$ cat src/rtl/key_pkg.sv
// key_pkg: shared FSM state type, counter-width helper and 50 MHz default timings for multi_key_debounce
package key_pkg;
  typedef enum logic [2:0] {IDLE, PRESS_WAIT, HELD, LONG, RELEASE_WAIT} key_state_e;
  localparam int WIPE_TIME_DEF   = 1_000_000;
  localparam int LONG_TIME_DEF   = 50_000_000;
  localparam int REPEAT_TIME_DEF = 10_000_000;
  function automatic int cnt_width(input int a, input int b, input int c);
    int m;
    m = (a > b) ? a : b;
    m = (m > c) ? m : c;
    return (m < 2) ? 1 : $clog2(m);
  endfunction
endpackage

$ cat src/rtl/key_channel.sv
// key_channel: synchroniser, debounce FSM and hold/repeat timers for one key
// Ports: clk, rst (async, active high), key_i raw pin; level_o debounced pressed level,
// press_o/release_o/repeat_o one-cycle strobes, long_o long-press level.
// Optional macro KEY_REPEAT_EN compiles in the auto-repeat counter; otherwise repeat_o is 0.
module key_channel
  import key_pkg::*;
#(
  parameter int WIPE_TIME   = WIPE_TIME_DEF,
  parameter int LONG_TIME   = LONG_TIME_DEF,
  parameter int REPEAT_TIME = REPEAT_TIME_DEF,
  parameter int ACTIVE_LOW  = 1
) (
  input  logic clk,
  input  logic rst,
  input  logic key_i,
  output logic level_o,
  output logic press_o,
  output logic release_o,
  output logic long_o,
  output logic repeat_o
);
  localparam int CW = cnt_width(WIPE_TIME, LONG_TIME, REPEAT_TIME);
  localparam logic [CW-1:0] WIPE_END = CW'(WIPE_TIME - 1);
  localparam logic [CW-1:0] LONG_END = CW'(LONG_TIME - 1);
  localparam logic IDLE_LVL = 1'(ACTIVE_LOW);
  logic [1:0] sync_q;
  logic pressed_s;
  key_state_e state_q, state_d;
  logic [CW-1:0] wcnt_q, wcnt_d, hcnt_q, hcnt_d;
  logic long_q, long_d, press_q, press_d, release_q, release_d;
  // Synchroniser resets to the released pin level so reset release never looks like a press
  always_ff @(posedge clk or posedge rst)
    if (rst) sync_q <= {2{IDLE_LVL}};
    else sync_q <= {sync_q[0], key_i};
  assign pressed_s = sync_q[1] ^ IDLE_LVL;
  // Counters only advance below their terminal value, so they saturate rather than wrap
  always_comb begin
    state_d   = state_q;
    wcnt_d    = wcnt_q;
    hcnt_d    = hcnt_q;
    long_d    = long_q;
    press_d   = 1'b0;
    release_d = 1'b0;
    case (state_q)
      IDLE: if (pressed_s) begin
        state_d = PRESS_WAIT;
        wcnt_d  = '0;
      end
      PRESS_WAIT:
        if (!pressed_s) state_d = IDLE;
        else if (wcnt_q == WIPE_END) begin
          state_d = HELD;
          press_d = 1'b1;
          hcnt_d  = '0;
        end else wcnt_d = wcnt_q + CW'(1);
      HELD:
        if (!pressed_s) begin
          state_d = RELEASE_WAIT;
          wcnt_d  = '0;
        end else if (hcnt_q == LONG_END) begin
          state_d = LONG;
          long_d  = 1'b1;
        end else hcnt_d = hcnt_q + CW'(1);
      LONG: if (!pressed_s) begin
        state_d = RELEASE_WAIT;
        wcnt_d  = '0;
      end
      // A bounce back to pressed resumes the prior state; long_q still tells which one
      RELEASE_WAIT:
        if (pressed_s) state_d = long_q ? LONG : HELD;
        else if (wcnt_q == WIPE_END) begin
          state_d   = IDLE;
          release_d = 1'b1;
          long_d    = 1'b0;
        end else wcnt_d = wcnt_q + CW'(1);
      default: state_d = IDLE;
    endcase
  end
  always_ff @(posedge clk or posedge rst)
    if (rst) begin
      state_q   <= IDLE;
      wcnt_q    <= '0;
      hcnt_q    <= '0;
      long_q    <= 1'b0;
      press_q   <= 1'b0;
      release_q <= 1'b0;
    end else begin
      state_q   <= state_d;
      wcnt_q    <= wcnt_d;
      hcnt_q    <= hcnt_d;
      long_q    <= long_d;
      press_q   <= press_d;
      release_q <= release_d;
    end
  assign level_o   = (state_q == HELD) || (state_q == LONG) || (state_q == RELEASE_WAIT);
  assign press_o   = press_q;
  assign release_o = release_q;
  assign long_o    = long_q;
`ifdef KEY_REPEAT_EN
  localparam logic [CW-1:0] REP_END = CW'(REPEAT_TIME - 1);
  logic [CW-1:0] rcnt_q, rcnt_d;
  logic repeat_q, repeat_d;
  // First strobe coincides with LONG entry; the phase is frozen while in RELEASE_WAIT
  always_comb begin
    rcnt_d   = rcnt_q;
    repeat_d = 1'b0;
    if (state_q == HELD && state_d == LONG) begin
      repeat_d = 1'b1;
      rcnt_d   = '0;
    end else if (state_q == LONG && state_d == LONG) begin
      repeat_d = (rcnt_q == REP_END);
      rcnt_d   = (rcnt_q == REP_END) ? '0 : rcnt_q + CW'(1);
    end
  end
  always_ff @(posedge clk or posedge rst)
    if (rst) begin
      rcnt_q   <= '0;
      repeat_q <= 1'b0;
    end else begin
      rcnt_q   <= rcnt_d;
      repeat_q <= repeat_d;
    end
  assign repeat_o = repeat_q;
`else
  assign repeat_o = 1'b0;
`endif
endmodule

$ cat src/rtl/multi_key_debounce.sv
// multi_key_debounce: NUM_KEYS independent debounced push-button channels
// Ports: clk, rst (async, active high), key_in raw pins; key_level debounced levels,
// key_press/key_release/key_repeat one-cycle strobes, key_long long-press levels.
// Optional macro KEY_REPEAT_EN enables auto-repeat strobes on key_repeat.
module multi_key_debounce
  import key_pkg::*;
#(
  parameter int NUM_KEYS    = 4,
  parameter int WIPE_TIME   = WIPE_TIME_DEF,
  parameter int LONG_TIME   = LONG_TIME_DEF,
  parameter int REPEAT_TIME = REPEAT_TIME_DEF,
  parameter int ACTIVE_LOW  = 1
) (
  input  logic                clk,
  input  logic                rst,
  input  logic [NUM_KEYS-1:0] key_in,
  output logic [NUM_KEYS-1:0] key_level,
  output logic [NUM_KEYS-1:0] key_press,
  output logic [NUM_KEYS-1:0] key_release,
  output logic [NUM_KEYS-1:0] key_long,
  output logic [NUM_KEYS-1:0] key_repeat
);
  for (genvar i = 0; i < NUM_KEYS; i++) begin : g_key
    key_channel #(
      .WIPE_TIME  (WIPE_TIME),
      .LONG_TIME  (LONG_TIME),
      .REPEAT_TIME(REPEAT_TIME),
      .ACTIVE_LOW (ACTIVE_LOW)
    ) u_ch (
      .clk      (clk),
      .rst      (rst),
      .key_i    (key_in[i]),
      .level_o  (key_level[i]),
      .press_o  (key_press[i]),
      .release_o(key_release[i]),
      .long_o   (key_long[i]),
      .repeat_o (key_repeat[i])
    );
  end
endmodule

$ cat config.mk
export PLATFORM = sky130hd
export DESIGN_NAME = multi_key_debounce
export DESIGN_NICKNAME = d
export VERILOG_FILES = /design/src/rtl/key_pkg.sv /design/src/rtl/key_channel.sv /design/src/rtl/multi_key_debounce.sv
export SDC_FILE = /design/constraint.sdc
export NUM_CORES = 1
export LEC_CHECK = 0
export ABC_AREA = 1
export CAP_MARGIN = 20
export CORE_ASPECT_RATIO = 1.5
export CORE_UTILIZATION = 43
export CTS_CLUSTER_DIAMETER = 50
export DETAILED_ROUTE_END_ITERATION = 12
export SYNTH_ARGS = -nofsm -noshare
export SYNTH_HDL_FRONTEND = slang
export SYNTH_SLANG_ARGS = --single-unit
$ cat constraint.sdc
create_clock -name clk -period 8.4 [get_ports clk]
set_input_delay 1.68 -clock clk [delete_from_list [all_inputs] [get_ports clk]]
set_output_delay 1.68 -clock clk [all_outputs]
set_load 0.01 [all_outputs]
==> flow_summary.toml <==
[synthesis]
syn_inst = 2201
ys_seq_area_frac = 0.396
synth-edff-count = 0
synthFlopType = "dfrtp_1"
synth_area_um2 = 15200
syn_avg_cell_area_um2 = 6.90
synth_cell_types = 44
ys_ff_latch = 240
yosysWarnings = 0
async_flop_share = 1.00

[place]
place_congestion = 0.908
place_inst = 2647
dpl.hpwl_um = 27000
place_area_um2 = 15700
port_buffers = 21

[global_routing]
grt_use_total = 0.215
met1_usage = 0.246
top_usage_layer = "met2"
grt.met2_usage = 0.406
antenna_found_initial = 0
grt_max_degree = 123
grt_use_met3 = 0.0222
grt_pass1_vias = 13700
gr-total-overflow = 0
grt_first_pass_wirelength_um = 64300

[finish]
final_common_cell = "nand2_1"
multi_input_area_um2 = 7830
final_cell_area_um2 = 16700
register_area_um2 = 6020
finalNonFillerCells = 2704
nets = 2221
layout-drive-gt1-share = 0.0583
fillers = 3544
final_cell_mix = "687 x nand2_1, 289 x nor2_1, 246 x inv_1, 232 x dfrtp_1, 164 x nand3_1"
area_growth_pct = 10.2
n_antenna_cell = 0

[sta]
slew_viol_final = 0
rsz0062_at_grt = "no"
tns_ns = 0
fmax_mhz = 265
fin_crit_ns = 3.77
fin_crit_sh = 0.449
fin_skew_ns = 0.0214
setup_viol_count_final = 0
worst_slew_pin_slew_ns = 0.958
slew_headroom = 0.360
hold_viol = 0

[clock_network]
holdBufCountCts = 0
cts_resized = 0
post-cts-setup-buffers = 0
cts_tree = "yes"
path_clk_slew_ns = 0.06
cts_sinks = 240
ctsRootBufferMaster = "clkbuf_16"
clock_path_buffers = 3
numCtsBuffers = 31
clkLatencyLatePin_ns = 0.59
cts_htree_levels = 1

[setup_path]
crit_type = "reg -> out"
worst_setup_path_start_kind = "flop"
end_kind = "output port"
crit_arrival_ns = 2.09
crit_fanout = 6
r2r_end = "g_key[1].u_ch.wcnt_q[25]"
cp.required_ns = 6.72
r2r-start = "g_key[1].u_ch.state_q[0]"
reg2reg_depth = 7
rrSetupSlack_ns = 5.78

[drt]
drc_errors = 0
drt-pass1-iter-count = 7
vias = 13800
avgRoutedWirePerCell_um = 13.7
ant_nets = 0
drt-total-wl_um = 37200
drt_iter0_markers = 591
avgViaCountPerCell = 5.09

[run_status]
status = "completed"

[floorplanning]
die_x_um = 155
rows = 84
dieHeight_um = 232
io_pins = 26
dieArea_um2 = 36100
core_um2 = 34900
start_util = 0.435

[worst_hold_path]
min_to = "g_key[2].u_ch.sync_q[1]"
hp-start = "g_key[2].u_ch.sync_q[0]"
hp-class = "reg -> reg"
worstHoldPathCells = 0

[power_and_ir_drop]
p_leak_nw = 7.23
peakVddDrop_uv = 182
powerDensity_nw_per_um2 = 210

[job]
drv_cap = 0
[state kept, by name, summed over array words and instances, names as in the netlist]
register	flops
g_key.u_ch.release_o	4
g_key.u_ch.hcnt_q	104
g_key.u_ch.long_o	4
g_key.u_ch.state_q	12
g_key.u_ch.sync_q	8
g_key.u_ch.wcnt_q	104
g_key.u_ch.press_o	4
[Yosys cell counts (5+ instances only)]
| library cell | instances | share of area |
|---|---|---|
| dfstp_2 | 8 | 0.014 |
| xor2_1 | 101 | 0.058 |
| o22ai_1 | 45 | 0.019 |
| a21oi_1 | 17 | 0.0056 |
| nor2_1 | 289 | 0.071 |
| nor2_4 | 5 | 0.0037 |
| buf_2 | 19 | 0.0063 |
| nand2_2 | 9 | 0.0037 |
| o21ai_0 | 81 | 0.027 |
| buf_4 | 23 | 0.011 |
| ha_1 | 8 | 0.0066 |
| xnor2_1 | 24 | 0.014 |
| o21ai_1 | 48 | 0.016 |
| nor2_2 | 10 | 0.0041 |
| a31oi_1 | 6 | 0.0025 |
| nand3_2 | 6 | 0.0040 |
| nor3_1 | 65 | 0.021 |
| inv_1 | 247 | 0.061 |
| buf_6 | 5 | 0.0037 |
| dfrtp_1 | 232 | 0.38 |
| nand3_1 | 164 | 0.054 |
| nand4_1 | 47 | 0.019 |
| inv_2 | 20 | 0.0049 |
| nand2_1 | 687 | 0.17 |
| o21ai_2 | 7 | 0.0040 |
[critical path, cell delays in order (launching register included)]
cell	delay [ns]
dfrtp_1	0.43
nor2_1	0.23
nand2_1	0.19
nand2_1	0.12
clkdlybuf4s50_1	0.53
[power by group]
group          switching, mW  total (mW)  internal, mW
logic                  0.669       0.878         0.209
clock network          0.559        1.35         0.795
registers             0.0679        1.29          1.22
[worst max-delay path by stage]
stage | from | end | slack (ns) | cells past startpoint
3_5_place_dp | rst | g_key[2].u_ch.state_q[0] | 4.83 | 3
2_1_floorplan | rst | g_key[0].u_ch.hcnt_q[0] | 0.15 | 1
5_1_grt | g_key[0].u_ch.state_q[0] | key_level[0] | 4.41 | 4
4_1_cts | g_key[1].u_ch.state_q[0] | key_level[1] | 4.59 | 4
6_report | g_key[1].u_ch.state_q[0] | key_level[1] | 4.63 | 4
3_3_place_gp | rst | g_key[2].u_ch.long_o | 4.84 | 3
[per-layer routing]
metal	wire [um]	vias up
met5	0	-
met4	1070	0
met3	1110	81
met2	19600	229
met1	15400	6437
li1	-	7010
[through the flow]
stage,setup WS (ns),utilization,hold slack [ns],total power [mW]
6_report,4.63,0.480,0.355,3.52
5_1_grt,4.41,0.480,0.358,3.74
4_1_cts,4.59,0.480,0.356,3.58
3_5_place_dp,4.83,0.450,0.347,2.20
3_3_place_gp,4.84,0.450,0.346,2.20
2_1_floorplan,0.145,-,0.345,2.00
[cells by family (layout without fill, tap and decap cells)]
group | after synthesis | in the layout | share of synthesized area
AO/OA/AOI/OAI | 211 | 211 | 0.0769
XOR/XNOR | 125 | 125 | 0.0721
adder cells (fa/ha/maj) | 8 | 8 | 0.00659
buffers and inverters | 322 | 349 | 0.0895
flip-flops | 240 | 240 | 0.396
other | 1 | 4 | 0.000247
AND/OR/NAND/NOR | 1294 | 1294 | 0.359
[layout make-up]
class                           count  area share
Timing Repair Buffer               23      0.0142
Sequential cell                   240       0.359
Clock buffer                       39      0.0511
Multi-Input combinational cell   1642       0.468
Clock inverter                     18      0.0118
Tap cell                          473      0.0353
Inverter                          269      0.0609
No activity file was read; power rests on OpenSTA's default activity.
